==> config.mk <==
export PLATFORM = sky130hd
export DESIGN_NAME = data_sram_ctrl
export DESIGN_NICKNAME = d
export VERILOG_FILES = /design/src/rtl/data_sram_ctrl.sv
export SDC_FILE = /design/constraint.sdc
export NUM_CORES = 1
export LEC_CHECK = 0
export ABC_AREA = 1
export BUFFER_PORTS_ARGS = -buffer_cell sky130_fd_sc_hd__buf_2
export CAP_MARGIN = 5
export CORE_MARGIN = 1
export CORE_UTILIZATION = 31
export CTS_BUF_LIST = sky130_fd_sc_hd__clkbuf_16
export CTS_CLUSTER_SIZE = 28
export DETAILED_ROUTE_END_ITERATION = 16
export PLACE_DENSITY = 0.53
export SYNTH_ARGS = -nofsm -noshare
export SYNTH_HDL_FRONTEND = slang
export SYNTH_SLANG_ARGS = --single-unit
==> constraint.sdc <==
create_clock -name clk -period 3.91 [get_ports clk]
set_clock_uncertainty 0.2 [all_clocks]
set_input_delay 0 -clock clk [delete_from_list [all_inputs] [get_ports clk]]
set_output_delay 0 -clock clk [all_outputs]
set_load 0.01 [all_outputs]
==> src/rtl/data_sram_ctrl.sv <==
// Data-memory access controller: one EX load/store -> SRAM addr/data handshake, with flush drain.
// Optional misaligned-access trap enabled by defining DATA_SRAM_ALIGN_CHECK_EN.
module data_sram_ctrl #(
   parameter int ALIGN_ADDR = 1
) (
   input  logic        clk,
   input  logic        rst,
   input  logic        flush,
   input  logic        req_valid,
   input  logic        req_we,
   input  logic [1:0]  req_size,
   input  logic [31:0] req_addr,
   input  logic [31:0] req_wdata,
   output logic        stallreq,
   output logic [31:0] rdata,
   output logic        rdata_valid,
   output logic        addr_err,
   output logic        data_sram_req,
   output logic        data_sram_wr,
   output logic [3:0]  data_sram_wstrb,
   output logic [31:0] data_sram_addr,
   output logic [31:0] data_sram_wdata,
   input  logic        data_sram_addr_ok,
   input  logic        data_sram_data_ok,
   input  logic [31:0] data_sram_rdata
);

   typedef enum logic [1:0] {IDLE, ADDR, DATA, DONE} state_t;

   state_t      state;
   logic        discard;
   logic        lat_wr;
   logic [3:0]  lat_wstrb;
   logic [31:0] lat_addr;
   logic [31:0] lat_wdata;

   logic [3:0]  cur_wstrb;
   logic [31:0] cur_wdata;
   logic [31:0] out_addr;
   logic        misaligned;
   logic        issue;

   always_comb begin
      cur_wstrb = 4'b0000;
      cur_wdata = req_wdata;
      case (req_size)
         2'd0: begin
            cur_wstrb = req_we ? (4'b0001 << req_addr[1:0]) : 4'b0000;
            cur_wdata = {4{req_wdata[7:0]}};
         end
         2'd1: begin
            cur_wstrb = req_we ? (4'b0011 << {req_addr[1], 1'b0}) : 4'b0000;
            cur_wdata = {2{req_wdata[15:0]}};
         end
         default: begin
            cur_wstrb = req_we ? 4'b1111 : 4'b0000;
            cur_wdata = req_wdata;
         end
      endcase
   end

`ifdef DATA_SRAM_ALIGN_CHECK_EN
   assign misaligned = ((req_size == 2'd1) && req_addr[0]) ||
                       (req_size[1] && (req_addr[1:0] != 2'b00));
   assign addr_err   = (state == IDLE) && req_valid && !flush && misaligned;
`else
   assign misaligned = 1'b0;
   assign addr_err   = 1'b0;
`endif

   // Only IDLE issues straight from the pipeline; later states replay the latched copy.
   assign issue           = (state == IDLE) && req_valid && !flush && !misaligned;
   assign data_sram_req   = issue || (state == ADDR);
   assign stallreq        = issue || (state == ADDR) || (state == DATA);
   assign data_sram_wr    = (state == IDLE) ? req_we    : lat_wr;
   assign data_sram_wstrb = (state == IDLE) ? cur_wstrb : lat_wstrb;
   assign data_sram_wdata = (state == IDLE) ? cur_wdata : lat_wdata;
   assign out_addr        = (state == IDLE) ? req_addr  : lat_addr;
   assign data_sram_addr  = (ALIGN_ADDR != 0) ? {out_addr[31:2], 2'b00} : out_addr;

   always_ff @(posedge clk) begin
      if (rst) begin
         state       <= IDLE;
         discard     <= 1'b0;
         rdata       <= 32'h0;
         rdata_valid <= 1'b0;
         lat_wr      <= 1'b0;
         lat_wstrb   <= 4'h0;
         lat_addr    <= 32'h0;
         lat_wdata   <= 32'h0;
      end else begin
         rdata_valid <= 1'b0;
         case (state)
            IDLE: begin
               if (issue) begin
                  lat_wr    <= req_we;
                  lat_wstrb <= cur_wstrb;
                  lat_addr  <= req_addr;
                  lat_wdata <= cur_wdata;
                  discard   <= 1'b0;
                  state     <= data_sram_addr_ok ? DATA : ADDR;
               end
            end
            ADDR: begin
               if (flush) discard <= 1'b0 | 1'b1;
               if (data_sram_addr_ok) state <= DATA;
            end
            DATA: begin
               // A flush coinciding with data_ok still suppresses the report.
               if (data_sram_data_ok) begin
                  if (discard || flush) begin
                     discard <= 1'b0;
                     state   <= IDLE;
                  end else begin
                     if (!lat_wr) rdata <= data_sram_rdata;
                     rdata_valid <= 1'b1;
                     state       <= DONE;
                  end
               end else if (flush) begin
                  discard <= 1'b1;
               end
            end
            default: state <= IDLE;
         endcase
      end
   end

endmodule

==> results of run 1 <==
[flip-flops by register name, indices dropped and copies added, names as in the netlist]
signal and cells:
discard 1, lat_wr 1, rdata 32, lat_addr 30
state 2, lat_wdata 32, lat_wstrb 4, rdata_valid 1
[cell type report]
| cell class | count | area, um2 |
|---|---|---|
| multi-input cells | 520 | 2374 |
| flip-flops and latches | 103 | 2062 |
| inverters | 75 | 284.0 |
| clock buffers | 9 | 225.2 |
| clock inverters | 7 | 113.9 |
| well taps | 216 | 270.3 |
| fillers | 1595 | 8247 |
| repair buffers | 329 | 2252 |
[cell usage after synthesis]
cell type and instances:
nand2_1 200, o21ai_0 113, dfxtp_1 103, nor2_1 83, inv_1 70, a21oi_1 64, o21ai_1 27, buf_2 21
buf_4 9, buf_6 9, clkbuf_1 9, nand3_1 9, a21boi_1 8, ha_1 4, inv_2 4, clkbuf_2 2
nand3_4 2, nor2_8 2, a21oi_2 1, a31oi_1 1, conb_1 1, inv_4 1, nor2_2 1, o21ai_2 1
or2_2 1
[per-stage QoR]
step             util  instances  area, um2  hold WS (ns)
2_1_floorplan       -        748       5025       -0.1276
3_3_place_gp   0.3817       1124       6041       0.05606
3_5_place_dp   0.3817       1124       6041       0.06514
4_1_cts        0.4783       1259       7571       0.04581
5_1_grt        0.4790       1259       7581       0.08988
6_report       0.4790       1259       7581       0.06541
[metal layers]
metal / track usage / vias up / part of all wire
li1: - / 2953 / -
met1: 0.2207 / 2528 / 0.45
met2: 0.3207 / 179 / 0.47
met3: 0.05491 / 22 / 0.063
met4: 0.06644 / 0 / 0.017
met5: 0 / - / 0
[kinds of logic after synthesis]
group / after synthesis / share of synthesized area
AOI/OAI and AO/OA: 215 / 0.2202
adders and majority gates: 4 / 0.009975
buffers and inverters: 125 / 0.1199
DFF: 103 / 0.4110
other: 1 / 0.0007474
and+or+nand+nor: 298 / 0.2382
[tightest hold or removal path, cell delays in order]
cell,delay (ns)
buf_2,0.17
nor2_8,0.07
nand2_1,0.07
nand3_1,0.11
nor2_1,0.10
nor2_1,0.04
[power by group through the flow]
stage | sequential [uW] | clock [uW] | combinational, uW
final | 1320 | 1030 | 1610
after global routing | 1340 | 1110 | 1810
after CTS | 1320 | 1070 | 1600
after detailed placement | 1340 | 0 | 1470
after global placement | 1340 | 0 | 1470
after floorplan | 1340 | 0 | 972
[what timing repair did]
| action | in CTS | in global routing |
|---|---|---|
| hold buffers | 119 | 0 |
| resized for setup | 0 | 1 |
| buffers inserted | 0 | 0 |
| hold endpoints to repair | 103 | 0 |
| endpoints found under the setup margin | 0 | 1 |
[how the worst min path moves through the flow]
stage	start	endpoint	slack, ns	cells after the start
floorplan	rst	rdata_valid	-0.13	1
global placement	rst	rdata_valid	0.06	2
detailed placement	rst	rdata_valid	0.07	2
CTS	req_size[0]	lat_wdata[25]	0.05	6
global route	req_size[0]	lat_wdata[25]	0.09	6
finish	req_size[0]	lat_wdata[25]	0.07	6
==> results.sh, run 1 <==
export IMPL_outcome="complete, no violations"
export IMPL_hold_class="in2reg"
export IMPL_r2r_start="state[0]"
export IMPL_grt_ovfl_total=0
export IMPL_worstRegToRegCells=12
export IMPL_cts_sinks=103
export IMPL_cp_start_kind="flop"
export IMPL_leakagePower_uw=0.003672
export IMPL_initial_utilization=0.3170
export IMPL_criticalPathCategory="reg2reg"
export IMPL_power_density_mw_per_mm2=521.7
export IMPL_wl_per_cell_um=12.75
export IMPL_dr_total_vias=5682
export IMPL_fmax_mhz=281.5
export IMPL_die_h_um=129.2
export IMPL_fp_dieW_um=129.2
export IMPL_place_hpwl_mm=10.23
export IMPL_r2r_end="state[0]"
export IMPL_cts_tree="done"
export IMPL_synth_top_area_frac=0.4110
export IMPL_num_rows=46
export IMPL_place_port_buffers=206
export IMPL_cp_common_cell="nand2_1"
export IMPL_finalNetCount=1147
export IMPL_final_common_cell="buf_2"
export IMPL_layout_common_cells="buf_2, nand2_1, dlygate4sd3_1"
export IMPL_grt_pass1_wl_mm=24.35
export IMPL_via_per_inst=4.513
export IMPL_core_area_mm2=0.01583
export IMPL_tns_ns=0
export IMPL_yosys_top_cells_area="dfxtp_1, nand2_1, o21ai_0"
export IMPL_layout_drive_gt1_share=0.2291
export IMPL_worstSetupStartpoint="state[0]"
export IMPL_critical_path_depth=12
export IMPL_path_buf_inv=6
export IMPL_p_total_uw=3955
export IMPL_wl_mm=16.05
export IMPL_net_switching_power_uw=1467
export IMPL_yosysTopAreaCell="dfxtp_1"
export IMPL_setup_viol=0
export IMPL_track_usage=0.1868
export IMPL_drc=0
export IMPL_drt_pass1_iterations=4
export IMPL_final_max_slew_viol_count=0
export IMPL_critPathMaxFanout=39
export IMPL_ir_drop_mv=0.2767
export IMPL_slowest_delay_ns=0.55
export IMPL_grt_pass1_vias=5100
export IMPL_worstMarginPinSlew_ns=0.8418
export IMPL_synthCells=746
export IMPL_cpLargestDelayFamily="buffers and inverters"
export IMPL_io_pins=210
export IMPL_min_period_ns=3.552
export IMPL_synth_yosys_seq_area_share=0.4110
export IMPL_pre_cts_slack_ns=1.565
export IMPL_rsz0062_at_grt="false"
export IMPL_synth_seq_cells=103
export IMPL_ff2ff_setup_slack_ns=0.36
export IMPL_clkPwrFrac=0.260
export IMPL_endpoint="state[0]"
export IMPL_worstPathCellList="inv_1 > ha_4 > buf_4 > nand2_1 > nand2_1 > dlygate4sd3_1 > nand2_1 > nand2_1 > dlygate4sd3_1 > inv_1 > nor2_1 > dlygate4sd3_1"
export IMPL_clk_pin_slew_ns=0.07
export IMPL_dr_first_iter_drc_count=221
export IMPL_comb_power_share=0.407
export IMPL_swShare=0.3710
export IMPL_gp_congestion=0.7791
export IMPL_slew_headroom=0.4380
export IMPL_clockBufferDepth=2
export IMPL_ys_types=25
export IMPL_clkLatencyLatePin_ns=0.35
export IMPL_h_tree_depth=3
export IMPL_areaGrowthSynthToFinish_pct=51.10
export IMPL_antenna_cells=0
export IMPL_seqPwrFrac=0.333
export IMPL_cts_root_buf="clkbuf_16"
export IMPL_fin_crit_sh=0.9085
export IMPL_cp_arrival_ns=3.64
export IMPL_worstSetupEndpointType="flop"
export IMPL_timing_final_ws_setup_ns=0.3579
export IMPL_internal_power_uw=2488
export IMPL_ys_warn_count=0
export IMPL_antenna_found_initial=0
export IMPL_maxCapViolations=0
export IMPL_ant_nets=0
export IMPL_cts_buffers=9
export IMPL_slowest_stage="dlygate4sd3_1"
export IMPL_critical_path_required_ns=4.00
export IMPL_hold_viol=0
export IMPL_die_area_mm2=0.01670
export IMPL_syn_area_per_cell_um2=6.726
export IMPL_grt_max_degree=74
export IMPL_syn_area_mm2=0.005017
Power figures use the tool's default switching activity.
==> run 2: changes to the inputs <==
Settings changed: REMOVE_ABC_BUFFERS from default to 1.
==> results.sh, run 2 (synthesis gave the netlist of run 1 again) <==
export IMPL_place_port_buffers=206
export IMPL_grt_pass1_vias=4977
export IMPL_pre_cts_slack_ns=0.7529
export IMPL_critical_path_required_ns=4.00
export IMPL_clk_pin_slew_ns=0.07
export IMPL_leakagePower_uw=0.003628
export IMPL_outcome="complete, no violations"
export IMPL_layout_drive_gt1_share=0.2297
export IMPL_cts_buffers=9
export IMPL_fin_crit_sh=0.8182
export IMPL_die_h_um=129.2
export IMPL_fillers=1597
export IMPL_fp_dieW_um=129.2
export IMPL_drt_pass1_iterations=4
export IMPL_antenna_found_initial=0
export IMPL_cts_sinks=103
export IMPL_critPathMaxFanout=41
export IMPL_cts_resized=0
export IMPL_wl_per_cell_um=12.25
export IMPL_register_area_mm2=0.002062
export IMPL_worstSetupEndpointType="flop"
export IMPL_ff2ff_setup_slack_ns=0.71
export IMPL_grt_pass1_wl_mm=24.10
export IMPL_maxCapViolations=0
export IMPL_wl_mm=15.34
export IMPL_hold_viol=0
export IMPL_antenna_cells=0
export IMPL_areaGrowthSynthToFinish_pct=49.05
export IMPL_track_usage=0.1819
export IMPL_cts_tree="done"
export IMPL_tns_ns=0
export IMPL_layout_common_cells="buf_2, nand2_1, o21ai_0, dlygate4sd3_1, dfxtp_1"
export IMPL_ant_nets=0
export IMPL_cts_root_buf="clkbuf_16"
export IMPL_final_cells=1252
export IMPL_num_rows=46
export IMPL_setup_viol=0
export IMPL_power_density_mw_per_mm2=516.5
export IMPL_worstMarginPinSlew_ns=0.7695
export IMPL_criticalPathCategory="reg2reg"
export IMPL_cp_arrival_ns=3.29
export IMPL_fmax_mhz=312.6
export IMPL_finalNetCount=1140
export IMPL_die_area_mm2=0.01670
export IMPL_gp_congestion=0.7530
export IMPL_hold_class="in2reg"
export IMPL_place_hpwl_mm=9.782
export IMPL_top_regs="lat_wdata x32, rdata x32, lat_addr x30"
export IMPL_dr_first_iter_drc_count=167
export IMPL_clkLatencyLatePin_ns=0.34
export IMPL_holdWs_ns=0.02740
export IMPL_clockBufferDepth=2
export IMPL_ir_drop_mv=0.2412
export IMPL_h_tree_depth=3
export IMPL_grt_ovfl_total=0
export IMPL_final_max_slew_viol_count=0
export IMPL_slew_headroom=0.4870
export IMPL_timing_final_ws_setup_ns=0.7109
export IMPL_io_pins=210
export IMPL_min_period_ns=3.199
export IMPL_p_total_uw=3863
export IMPL_place_inst=1123
export IMPL_cp_start_kind="flop"
export IMPL_dr_total_vias=5520
export IMPL_grt_max_degree=83
export IMPL_multiInputGateArea_mm2=0.002364
export IMPL_final_common_cell="buf_2"
export IMPL_drc=0
export IMPL_via_per_inst=4.409
export IMPL_rsz0062_at_grt="false"
export IMPL_initial_utilization=0.3170
export IMPL_core_area_mm2=0.01583
==> run 2: cell count changes in the layout (fill, tap and decap cells not counted), sizes merged <==
cell / delta
bufinv: -1
inv: -1
dlygate4sd3: -6
clkinv: +2
buf: -1
==> run 2: final cells by class <==
type	instances	area share
sequential	103	0.2757
inverter	75	0.03798
clock inverter	7	0.01188
timing repair buffer	322	0.2921
clock buffer	9	0.03012
tap	216	0.03614
multi-input combinational	520	0.3160
==> run 2: worst paths after layout <==
kind,from,endpoint,cells after the start
max reg2reg,state[0],state[0],11
min reg2reg,rdata[29],rdata[29],2
min,req_size[0],lat_wstrb[2],5
max,state[0],state[0],11
==> run 2: through the flow <==
stage	utilization	cell area [um2]
2_1_floorplan	-	4707
3_3_place_gp	0.3812	6033
3_5_place_dp	0.3812	6033
4_1_cts	0.4725	7478
5_1_grt	0.4725	7478
6_report	0.4725	7478
==> run 2: routing by layer <==
| layer | wire [um] | vias to the layer above | track usage |
|---|---|---|---|
| met5 | 0 | - | 0 |
| met4 | 223 | 0 | 0.05536 |
| met3 | 1134 | 17 | 0.05120 |
| met2 | 6718 | 181 | 0.3014 |
| met1 | 7266 | 2392 | 0.2285 |
| li1 | - | 2930 | - |
==> run 2: critical path, stage by stage (launching register included) <==
cell,delay [ns]
dfxtp_1,0.33
inv_1,0.10
ha_2,0.54
buf_4,0.50
nand2_1,0.10
nand2_1,0.07
dlygate4sd3_1,0.54
nand2_1,0.05
nand2_1,0.05
inv_1,0.03
nor2_1,0.08
dlygate4sd3_1,0.54
==> run 2: what timing repair did <==
action,CTS,global route
endpoints found under the hold margin,103,0
hold buffers,113,0
setup buffers,0,0
==> run 2: where the power goes <==
group,total (uW),switching [uW],internal [uW]
registers,1310,82.2,1230
clock network,957,400,557
logic,1590,986,608
